File: config.mk
export PLATFORM = sky130hd
export DESIGN_NAME = oreg_uart_tx
export DESIGN_NICKNAME = d
export VERILOG_FILES = /design/src/rtl/oreg_uart_tx_pkg.sv /design/src/rtl/oreg_uart_tx_nibble_fifo.sv /design/src/rtl/oreg_uart_tx.sv
export SDC_FILE = /design/constraint.sdc
export NUM_CORES = 1
export LEC_CHECK = 0
export BUFFER_PORTS_ARGS = -buffer_cell sky130_fd_sc_hd__buf_4
export CAP_MARGIN = 20
export CORE_AREA = 2 2 98 100
export DETAILED_ROUTE_END_ITERATION = 16
export DIE_AREA = 0 0 100 102
export HOLD_SLACK_MARGIN = 0.05
export SLEW_MARGIN = 15
export SYNTH_ARGS = -nofsm -noshare
export SYNTH_HDL_FRONTEND = slang
export SYNTH_SLANG_ARGS = --single-unit
File: constraint.sdc
create_clock -name clk -period 2.5 [get_ports clk]
set_input_delay 0.25 -clock clk [delete_from_list [all_inputs] [get_ports clk]]
set_output_delay 0.25 -clock clk [all_outputs]
set_load 0.01 [all_outputs]
File: src/rtl/oreg_uart_tx_pkg.sv
`default_nettype none
// +----------------------------------------------------------------------+
// | Module      : oreg_uart_tx_pkg                                       |
// | Description : Shared UART FSM state codes and nibble-to-ASCII helper |
// |               for the output-register debug streamer.                |
// | Revision    : 1.0 - initial release                                  |
// +----------------------------------------------------------------------+
package oreg_uart_tx_pkg;

  // UART transmitter states
  localparam logic [1:0] c_ST_IDLE  = 2'd0;
  localparam logic [1:0] c_ST_START = 2'd1;
  localparam logic [1:0] c_ST_DATA  = 2'd2;
  localparam logic [1:0] c_ST_STOP  = 2'd3;

  // Map a nibble to its upper-case ASCII hex digit.
  // 'A' is 8'h41, so digits A-F are 8'h41 + (n - 10) = 8'h37 + n.
  function automatic logic [7:0] nibble_to_ascii(input logic [3:0] n);
    if (n < 4'd10) begin
      return 8'h30 + {4'h0, n};
    end else begin
      return 8'h37 + {4'h0, n};
    end
  endfunction

endpackage : oreg_uart_tx_pkg
`default_nettype wire

File: src/rtl/oreg_uart_tx_nibble_fifo.sv
`default_nettype none
// +----------------------------------------------------------------------+
// | Module      : oreg_uart_tx_nibble_fifo                               |
// | Description : DEPTH x 4-bit FIFO with first-word fall-through head.  |
// |               Push at full is accepted only when a pop frees a slot  |
// |               on the same edge.                                      |
// | Revision    : 1.0 - initial release                                  |
// +----------------------------------------------------------------------+
module oreg_uart_tx_nibble_fifo #(
  parameter int DEPTH = 4
) (
  input  logic                     clk,
  input  logic                     reset,
  input  logic                     push,
  input  logic                     pop,
  input  logic [3:0]               din,
  output logic [3:0]               dout,
  output logic [$clog2(DEPTH):0]   count,
  output logic                     full,
  output logic                     empty
);

  localparam int c_AW = $clog2(DEPTH);
  localparam logic [c_AW-1:0] c_PTR_LAST = c_AW'(DEPTH - 1);
  localparam logic [c_AW:0]   c_FULL_CNT = (c_AW + 1)'(DEPTH);

  logic [3:0]      r_mem [DEPTH];
  logic [c_AW-1:0] r_wr_ptr;
  logic [c_AW-1:0] r_rd_ptr;
  logic [c_AW:0]   r_count;
  logic            w_pop;
  logic            w_push;

  assign full   = (r_count == c_FULL_CNT);
  assign empty  = (r_count == '0);
  assign count  = r_count;
  assign dout   = r_mem[r_rd_ptr];
  assign w_pop  = pop && !empty;
  // A pop on the same edge frees the slot the push needs.
  assign w_push = push && (!full || w_pop);

  // Storage array; contents are unobservable after reset because the pointers clear.
  always_ff @(posedge clk) begin
    if (w_push) begin
      r_mem[r_wr_ptr] <= din;
    end
  end

  // Pointers and occupancy; pointers reload to zero explicitly at the last slot.
  always_ff @(posedge clk or negedge reset) begin
    if (!reset) begin
      r_wr_ptr <= '0;
      r_rd_ptr <= '0;
      r_count  <= '0;
    end else begin
      if (w_push) begin
        r_wr_ptr <= (r_wr_ptr == c_PTR_LAST) ? '0 : r_wr_ptr + 1'b1;
      end
      if (w_pop) begin
        r_rd_ptr <= (r_rd_ptr == c_PTR_LAST) ? '0 : r_rd_ptr + 1'b1;
      end
      case ({w_push, w_pop})
        2'b10:   r_count <= r_count + 1'b1;
        2'b01:   r_count <= r_count - 1'b1;
        default: r_count <= r_count;
      endcase
    end
  end

endmodule : oreg_uart_tx_nibble_fifo
`default_nettype wire

File: src/rtl/oreg_uart_tx.sv
`default_nettype none
// +----------------------------------------------------------------------+
// | Module      : oreg_uart_tx                                           |
// | Description : Captures output-register nibble writes into a FIFO and |
// |               streams each one as an ASCII hex char on 8N1 UART.     |
// | Revision    : 1.0 - initial release                                  |
// +----------------------------------------------------------------------+
module oreg_uart_tx
  import oreg_uart_tx_pkg::*;
#(
  parameter int CLKS_PER_BIT = 434,
  parameter int FIFO_DEPTH   = 4
) (
  input  logic                         clk,
  input  logic                         reset,
  input  logic [3:0]                   data_bus,
  input  logic                         o_reg_wr,
  input  logic                         tx_en,
  input  logic                         ovf_clr,
  output logic                         tx,
  output logic                         busy,
  output logic [$clog2(FIFO_DEPTH):0]  fifo_count,
  output logic                         overflow
);

  localparam logic [15:0] c_BAUD_LAST = 16'(CLKS_PER_BIT - 1);

  logic [1:0]  r_state;
  logic [15:0] r_baud;
  logic [2:0]  r_bit;
  logic [7:0]  r_shift;
  logic        r_tx;
  logic        r_overflow;
  logic        w_pop;
  logic        w_full;
  logic        w_empty;
  logic [3:0]  w_head;
  logic        w_bit_done;

  oreg_uart_tx_nibble_fifo #(
    .DEPTH (FIFO_DEPTH)
  ) u_fifo (
    .clk   (clk),
    .reset (reset),
    .push  (o_reg_wr),
    .pop   (w_pop),
    .din   (data_bus),
    .dout  (w_head),
    .count (fifo_count),
    .full  (w_full),
    .empty (w_empty)
  );

  assign w_pop      = (r_state == c_ST_IDLE) && tx_en && !w_empty;
  assign w_bit_done = (r_baud == c_BAUD_LAST);
  assign tx         = r_tx;
  assign busy       = (r_state != c_ST_IDLE);
  assign overflow   = r_overflow;

  // Frame sequencer: the next line level is registered so tx never glitches.
  always_ff @(posedge clk or negedge reset) begin
    if (!reset) begin
      r_state <= c_ST_IDLE;
      r_baud  <= '0;
      r_bit   <= '0;
      r_shift <= '0;
      r_tx    <= 1'b1;
    end else begin
      case (r_state)
        c_ST_IDLE: begin
          r_baud <= '0;
          if (w_pop) begin
            r_shift <= nibble_to_ascii(w_head);
            r_tx    <= 1'b0;
            r_state <= c_ST_START;
          end
        end
        c_ST_START: begin
          if (w_bit_done) begin
            r_baud  <= '0;
            r_bit   <= '0;
            r_tx    <= r_shift[0];
            r_state <= c_ST_DATA;
          end else begin
            r_baud <= r_baud + 16'd1;
          end
        end
        c_ST_DATA: begin
          if (w_bit_done) begin
            r_baud <= '0;
            if (r_bit == 3'd7) begin
              r_tx    <= 1'b1;
              r_state <= c_ST_STOP;
            end else begin
              // Shift first so the next LSB is always at bit 1 of the current value.
              r_bit   <= r_bit + 3'd1;
              r_shift <= {1'b0, r_shift[7:1]};
              r_tx    <= r_shift[1];
            end
          end else begin
            r_baud <= r_baud + 16'd1;
          end
        end
        c_ST_STOP: begin
          if (w_bit_done) begin
            r_baud  <= '0;
            r_state <= c_ST_IDLE;
          end else begin
            r_baud <= r_baud + 16'd1;
          end
        end
        default: begin
          r_state <= c_ST_IDLE;
          r_tx    <= 1'b1;
        end
      endcase
    end
  end

  // Sticky overflow: a dropped push sets it and outranks a same-cycle clear.
  always_ff @(posedge clk or negedge reset) begin
    if (!reset) begin
      r_overflow <= 1'b0;
    end else if (o_reg_wr && w_full && !w_pop) begin
      r_overflow <= 1'b1;
    end else if (ovf_clr) begin
      r_overflow <= 1'b0;
    end
  end

endmodule : oreg_uart_tx
`default_nettype wire

==> results.tsv, run 1 <==
stage	metric	value	unit
logic_synthesis	synth-simple-area-share	15.8	%
detailed_routing	top_layer_used	met4	
worst_setup_path	setup.worst_path.start	r_state[0]$_DFFE_PN0P_	
logic_synthesis	synth_common_cells	36 x dfrtp_1, 22 x nor2_1, 20 x nand2_1	
timing	rsz0062_at_grt	no	
timing	setup_viol_count_final	0	
power_and_ir_drop	power.switching	1.17	mW
timing	relSlewSlack	58.1	%
timing	timing.setup.tns	0	ns
timing	min_period	2.31	ns
power_and_ir_drop	fin_total_pwr	3.09	mW
worst_setup_path	r2r-end	u_fifo.count[2]$_DFFE_PN0P_	
logic_synthesis	yosys_warnings	0	
logic_synthesis	ys_seq_area_share	52.1	%
power_and_ir_drop	vdd_drop_max	0.356	mV
worst_setup_path	worstPathCellList	inv_1, ha_1, nand2_1, a31oi_2, inv_1, ha_1, fa_1, xnor2_1, nor2_1, xor2_1	
global_route	grtUsageTotal	10.3	%
power_and_ir_drop	swShare	38.0	%
finish	diodes	0	
logic_synthesis	syn_nets	268	
flow_run	maxCapViolCount	0	
detailed_routing	wl_met3	99	um
worst_hold_path	hold_class	input port to flip-flop	
logic_synthesis	synth_mux_area_share	5.00	%
place	place_area	2940	um^2
die	core	9110	um^2
place	gp_congestion	0.761	
logic_synthesis	syn_avg_cell_area	11.2	um^2
logic_synthesis	synth_fa_ha_area_share	8.15	%
global_route	grt_max_degree	38	
power_and_ir_drop	p_leak	1.27	nW
timing	drv_slew	0	
worst_setup_path	cpPeakStageDelay	0.43	ns
worst_setup_path	path_delay_family	adder cells	
finish	final_core_utilization	33.4	%
worst_setup_path	rrSetupSlack	0.19	ns
logic_synthesis	synth_compound_area_share	9.40	%
timing	skew	0.0163	ns
status	status	complete, no violations	
cts	post_cts_buffers	0	
place	hpwl	3.48	mm
global_route	gr-total-overflow	0	
detailed_routing	routed_wl	4.81	mm
die	start_util	29.7	%
worst_setup_path	cp_num_buf_inv	2	
detailed_routing	dr_wl_met2	2.37	mm
die	die_w	100	um
place	dpl_worst_slack	0.205	ns
cts	cts.clk_slew.worst_paths	0.10	ns
worst_setup_path	cp.arrival	2.54	ns
power_and_ir_drop	seqPwrFrac	43.1	%
detailed_routing	ant_nets	0	
timing	tightestPinTransition	0.623	ns
logic_synthesis	syn_inst	242	
detailed_routing	wl_met1	2.27	mm
worst_setup_path	crit_cells	10	
power_and_ir_drop	pwr-share-comb	41.3	%
cts	cts_tree	yes	
detailed_routing	dr_total_vias	1822	
place	numPortBuffers	14	
cts	insertion_delay	0.31	ns
detailed_routing	first_iter_violations	90	
timing	fin_ws	0.192	ns
worst_setup_path	crit_type	flip-flop to flip-flop	
logic_synthesis	yosys.area.top_type	dfrtp_1	
logic_synthesis	yosys.area_share.xor_xnor	5.51	%
logic_synthesis	synthMostInstantiatedCell	dfrtp_1	
finish	drive_gt1_share	15.9	%
power_and_ir_drop	pwr-share-clk	15.6	%
detailed_routing	viasPerCell	4.86	
finish	postLayoutCellArea	3040	um^2
worst_setup_path	rr_worst_depth	10	
worst_setup_path	worstPathRequired	2.73	ns
logic_synthesis	async_reset_ff_share	69.8	%
cts	cts.sinks	53	
worst_setup_path	crit_end	u_fifo.count[2]$_DFFE_PN0P_	
power_and_ir_drop	cellPowerDensity	1010	nW/um^2
die	die_h	102	um
die	boundaryPins	15	
timing	period_share	92.3	%
worst_setup_path	cpMaxStageDelayCell	dfrtp_1	
logic_synthesis	synth.area.top_cells	dfrtp_1 33%, edfxtp_1 18%, ha_1 7.4%, mux4_2 3.3%, nor2_1 3.1%	
finish	area_growth	12.6	%
worst_setup_path	cp_max_fo	4	
logic_synthesis	synth_edf_count	16	
detailed_routing	drc	0	
logic_synthesis	ys_types	50	
global_route	grt_pass1_vias	1791	
die	die-area	10200	um^2
timing	fmax	433	MHz
timing	final_hold_viol_count	0	
global_route	antenna_found_initial	0	
worst_setup_path	rr_startpoint	r_state[0]$_DFFE_PN0P_	
cts	cts_root_buf	clkbuf_8	
logic_synthesis	synth_top_flop_cell	dfrtp_1	
detailed_routing	wl_per_cell	12.8	um
global_route	grt_pass1_wl	8.42	mm
cts	clk_path_buf_depth	2	
detailed_routing	dr.pass1.iters	4	
logic_synthesis	synth_top_family_by_area	simple AND/OR/NAND/NOR gates	
logic_synthesis	synth_area	2700	um^2
cts	htreeDepth	2	
cts	cts_buffers	5	
worst_setup_path	crit_path_start_kind	flip-flop	
logic_synthesis	synth_top_area_share	33.3	%
worst_setup_path	setup.worst_path.end_class	flip-flop	
logic_synthesis	synth-seq-cells	53	
power_and_ir_drop	p_int	1.91	mW
die	rows	35	
finish	layout.nets	289	
cell usage in the layout (no fill, tap or decap), types with 7 or more instances in the layout:
cell type	Yosys	routed
dfrtp_1	36	36
xor2_1	9	9
inv_1	18	18
a21oi_1	10	10
nand3_1	7	7
nor2_1	22	22
edfxtp_1	16	16
nand2_1	20	20
xnor2_1	8	8
o21ai_0	8	8
buf_4	1	19
ha_1	16	16
worst register-to-register path: cells and delay by family, from the launching register on:
kind / cells / cell delay (ns)
and+or+nand+nor: 2 / 0.23
buffers and inverters: 2 / 0.21
AOI/OAI and AO/OA: 1 / 0.25
DFF: 1 / 0.43
adders and majority gates: 3 / 0.81
xor gates and xnor gates: 2 / 0.30
kinds of logic (layout without fill, tap and decap cells):
kind of cell,count (synthesis),after routing
buffers and inverters,24,46
muxes,8,8
AOI/OAI and AO/OA,40,40
DFF,53,53
adders and majority gates,17,17
and+or+nand+nor,83,83
xor gates and xnor gates,17,17
stage by stage:
step / instances / hold slack [ns]
after floorplan: 242 / -0.0456
after global placement: 366 / 0.246
after detailed placement: 366 / 0.247
after CTS: 375 / 0.126
after global routing: 375 / 0.119
final: 375 / 0.130
power groups by stage:
stage	Clock (mW)	Sequential [mW]	Combinational (mW)
floorplan	0	1.30	0.967
global placement	0	1.34	1.24
detailed placement	0	1.35	1.28
CTS	0.502	1.33	1.29
global route	0.541	1.37	1.46
finish	0.482	1.33	1.27
per-layer routing:
| metal | global-route usage [%] | up-vias |
|---|---|---|
| met2 | 17.2 | 22 |
| met4 | 4.21 | 0 |
| met1 | 13.2 | 894 |
| met5 | 0 | - |
| met3 | 2.26 | 5 |
| li1 | - | 901 |
worst min-delay path by stage:
stage                       start                   end  slack (ns)  cells past startpoint
after global routing      ovf_clr  overflow$_DFFE_PN0P_        0.12                      2
after detailed placement    reset  r_baud[13]$_DFF_PN0_        0.25                      1
after floorplan             reset  overflow$_DFFE_PN0P_       -0.05                      0
after global placement      reset  r_baud[13]$_DFF_PN0_        0.25                      1
after CTS                 ovf_clr  overflow$_DFFE_PN0P_        0.13                      2
final                     ovf_clr  overflow$_DFFE_PN0P_        0.13                      2
sequential cells by signal, summed over array words and instances (netlist names):
| signal | cells |
|---|---|
| r_bit | 3 |
| r_baud | 16 |
| tx | 1 |
| u_fifo.r_mem | 16 |
| u_fifo.r_wr_ptr | 2 |
| r_state | 2 |
| u_fifo.count | 3 |
| u_fifo.r_rd_ptr | 2 |
| r_shift | 7 |
| overflow | 1 |
what timing repair did:
item                       4_1_cts  5_1_grt
hold endpoints to repair        36        0
setup endpoints to repair        0        1
resized for setup                0        1
hold buffers                     1        0
final cells by class:
class / count / area, um^2
fill: 913 / 6060
clock inverter: 2 / 13.8
sequential: 53 / 1410
clock buffer: 6 / 72.6
tap: 111 / 139
inverter: 18 / 67.6
timing repair buffer: 20 / 153
multi-input combinational: 165 / 1190
Note: power is estimated with default switching activity, not from simulation.
==> run 2: changes to the inputs <==
--- a/config.mk
+++ b/config.mk
@@ -7,10 +7,13 @@
 export LEC_CHECK = 0
 export BUFFER_PORTS_ARGS = -buffer_cell sky130_fd_sc_hd__buf_4
 export CAP_MARGIN = 20
+export CELL_PAD_IN_SITES_DETAIL_PLACEMENT = 0
+export CELL_PAD_IN_SITES_GLOBAL_PLACEMENT = 1
 export CORE_AREA = 2 2 98 100
 export DETAILED_ROUTE_END_ITERATION = 16
 export DIE_AREA = 0 0 100 102
 export HOLD_SLACK_MARGIN = 0.05
+export PLACE_DENSITY_LB_ADDON = 0.1
 export SLEW_MARGIN = 15
 export SYNTH_ARGS = -nofsm -noshare
 export SYNTH_HDL_FRONTEND = slang
==> constraint.sdc (replaced) <==
create_clock -name clk -period 1.9 [get_ports clk]
set_input_delay 0.19 -clock clk [delete_from_list [all_inputs] [get_ports clk]]
set_output_delay 0.19 -clock clk [all_outputs]
set_load 0.01 [all_outputs]
==> run 2 against run 1 <==
  * The flow now finishes with violations (negative setup slack)
  * Sequential share of layout area shrank 8.0 points
  * Largest cell class unchanged
  * Worst setup slack got worse by 0.32 ns
  * Fmax increased by 14%
  * Sequential power increased by 28%
  * Clock-buffer cell count down 1
  * Clock skew down 0.0074 ns
  * Register-to-register slack got worse by 0.32 ns
  * Combinational power is 100% higher
  * Non-clock buffer count is 54 higher
  * Clock power is 68% higher
==> results.tsv, run 2 (synthesized netlist as in run 1, its figures left out) <==
stage	metric	value	unit
power_and_ir_drop	p_leak	1.61	nW
finish	fill_cells	893	
finish	area_growth	36.2	%
die	start_util	29.7	%
finish	layout.nets	343	
worst_setup_path	cp_num_buf_inv	2	
timing	relSlewSlack	66.3	%
finish	diodes	0	
timing	fmax	493	MHz
detailed_routing	dr.pass1.iters	4	
flow_run	maxCapViolCount	0	
detailed_routing	ant_nets	0	
status	status	complete, but fails checks	
cts	clk_path_buf_depth	2	
detailed_routing	first_iter_violations	50	
worst_setup_path	crit_cells	8	
worst_setup_path	rr_startpoint	r_baud[1]$_DFF_PN0_	
place	dp.cells	405	
finish	postLayoutCellArea	3680	um^2
worst_setup_path	r2r-end	r_state[1]$_DFFE_PN0P_	
cts	cts_root_buf	clkbuf_8	
die	die_h	102	um
timing	tightestPinTransition	0.506	ns
global_route	gr-total-overflow	0	
global_route	grt_max_degree	38	
finish	top_regs	r_baud (16), u_fifo.r_mem (16), r_shift (7)	
timing	final_hold_viol_count	0	
detailed_routing	dr_total_vias	2031	
finish	seq_area	1410	um^2
place	place_area	3310	um^2
detailed_routing	wl_per_cell	13.9	um
worst_setup_path	rrSetupSlack	-0.13	ns
worst_hold_path	min_to	u_fifo.r_mem[0][3]$_DFFE_PP_	
finish	final_common_cell	buf_4	
worst_setup_path	crit_path_start_kind	flip-flop	
worst_hold_path	worstHoldPathCells	1	
timing	setup_viol_count_final	10	
global_route	grt_pass1_wl	10.0	mm
detailed_routing	drc	0	
timing	whs	0.0754	ns
worst_setup_path	crit_type	flip-flop to flip-flop	
cts	htreeDepth	2	
finish	multiInputGateArea	1320	um^2
timing	period_share	107	%
place	dpl_worst_slack	-0.166	ns
worst_hold_path	hold_class	input port to flip-flop	
global_route	grtUsageTotal	12.7	%
worst_setup_path	cpMaxStageDelayCell	dfrtp_1	
timing	min_period	2.03	ns
detailed_routing	viasPerCell	4.73	
timing	drv_slew	0	
cts	cts_buffers	5	
place	hpwl	4.32	mm
die	rows	35	
worst_setup_path	cp.arrival	2.22	ns
finish	most-common-layout-cells	65 x buf_4, 35 x dfrtp_1, 21 x nor2_1	
finish	drive_gt1_share	37.4	%
cts	cts.sinks	53	
die	boundaryPins	15	
global_route	grt_pass1_vias	2037	
timing	fin_ws	-0.128	ns
worst_setup_path	worstPathCellList	inv_1, ha_1, or3b_4, nor4_4, buf_6, o21ai_2, a21oi_2, mux2_4	
global_route	antenna_found_initial	0	
place	numPortBuffers	14	
worst_setup_path	cpPeakStageDelay	0.39	ns
power_and_ir_drop	vdd_drop_max	0.773	mV
cts	cts.clk_slew.worst_paths	0.11	ns
power_and_ir_drop	cellPowerDensity	1380	nW/um^2
detailed_routing	routed_wl	5.95	mm
timing	skew	0.00883	ns
worst_setup_path	worstPathRequired	2.09	ns
timing	rsz0062_at_grt	yes	
worst_setup_path	rr_worst_depth	8	
worst_setup_path	cp_max_fo	3	
place	gp_congestion	0.770	
worst_setup_path	path_delay_family	simple AND/OR/NAND/NOR gates	
die	core	9110	um^2
die	die-area	10200	um^2
worst_setup_path	setup.worst_path.end_class	flip-flop	
status	violations	negative setup slack	
finish	layout.cells.non_filler	429	
die	die_w	100	um
worst_hold_path	hp-start	data_bus[3]	
finish	final_core_utilization	40.4	%
cts	cts_tree	yes	
cts	insertion_delay	0.30	ns
-- run 2: power breakdown --
part / switching [mW] / internal (mW) / leakage (nW)
clock: 0.405 / 0.405 / 0.0603
combinational: 1.19 / 1.37 / 0.934
sequential: 0.215 / 1.48 / 0.619
-- run 2: worst max-delay path by stage --
stage	end	from	slack, ns
CTS	r_state[1]$_DFFE_PN0P_	r_baud[1]$_DFF_PN0_	-0.12
global placement	r_state[1]$_DFFE_PN0P_	r_baud[1]$_DFF_PN0_	-0.09
floorplan	r_state[1]$_DFFE_PN0P_	r_baud[1]$_DFF_PN0_	-0.09
detailed placement	r_state[1]$_DFFE_PN0P_	r_baud[1]$_DFF_PN0_	-0.17
global route	r_state[1]$_DFFE_PN0P_	r_baud[1]$_DFF_PN0_	-0.22
finish	r_state[1]$_DFFE_PN0P_	r_baud[1]$_DFF_PN0_	-0.13
-- run 2: per-layer routing --
layer / part of all wire [%] / track usage [%] / vias to the layer above
met4: 0.67 / 3.16 / 0
met3: 2.3 / 2.33 / 2
met5: 0 / 0 / -
met1: 49 / 17.2 / 991
li1: - / - / 1012
met2: 48 / 21.0 / 26
-- run 2: cell type report --
type | count | share of cell area [%]
inverter | 18 | 1.84
clock buffer | 5 | 1.87
clock inverter | 3 | 1.36
multi-input combinational | 165 | 35.7
timing repair buffer | 74 | 17.1
tap | 111 | 3.77
sequential | 53 | 38.3
-- run 2: worst reg2reg max path: stages, from the launching register on --
cell and delay (ns):
dfrtp_1 0.39, inv_1 0.06, ha_1 0.13, or3b_4 0.39, nor4_4 0.27, buf_6 0.15
o21ai_2 0.06, a21oi_2 0.15, mux2_4 0.32
-- run 2: timing repair --
action	in CTS	in global routing
pin swaps	6	7
buffers inserted	8	5
hold endpoints to repair	37	0
cloned	0	1
resized for setup	12	15
setup endpoints to repair	31	31
hold buffers	2	0
-- run 2: stage by stage --
step / TNS, ns / power, mW
after floorplan: -0.196 / 3.08
after global placement: -0.540 / 4.08
after detailed placement: -1.38 / 4.07
after CTS: -0.306 / 5.05
after global routing: -2.42 / 5.50
final: -0.531 / 5.07
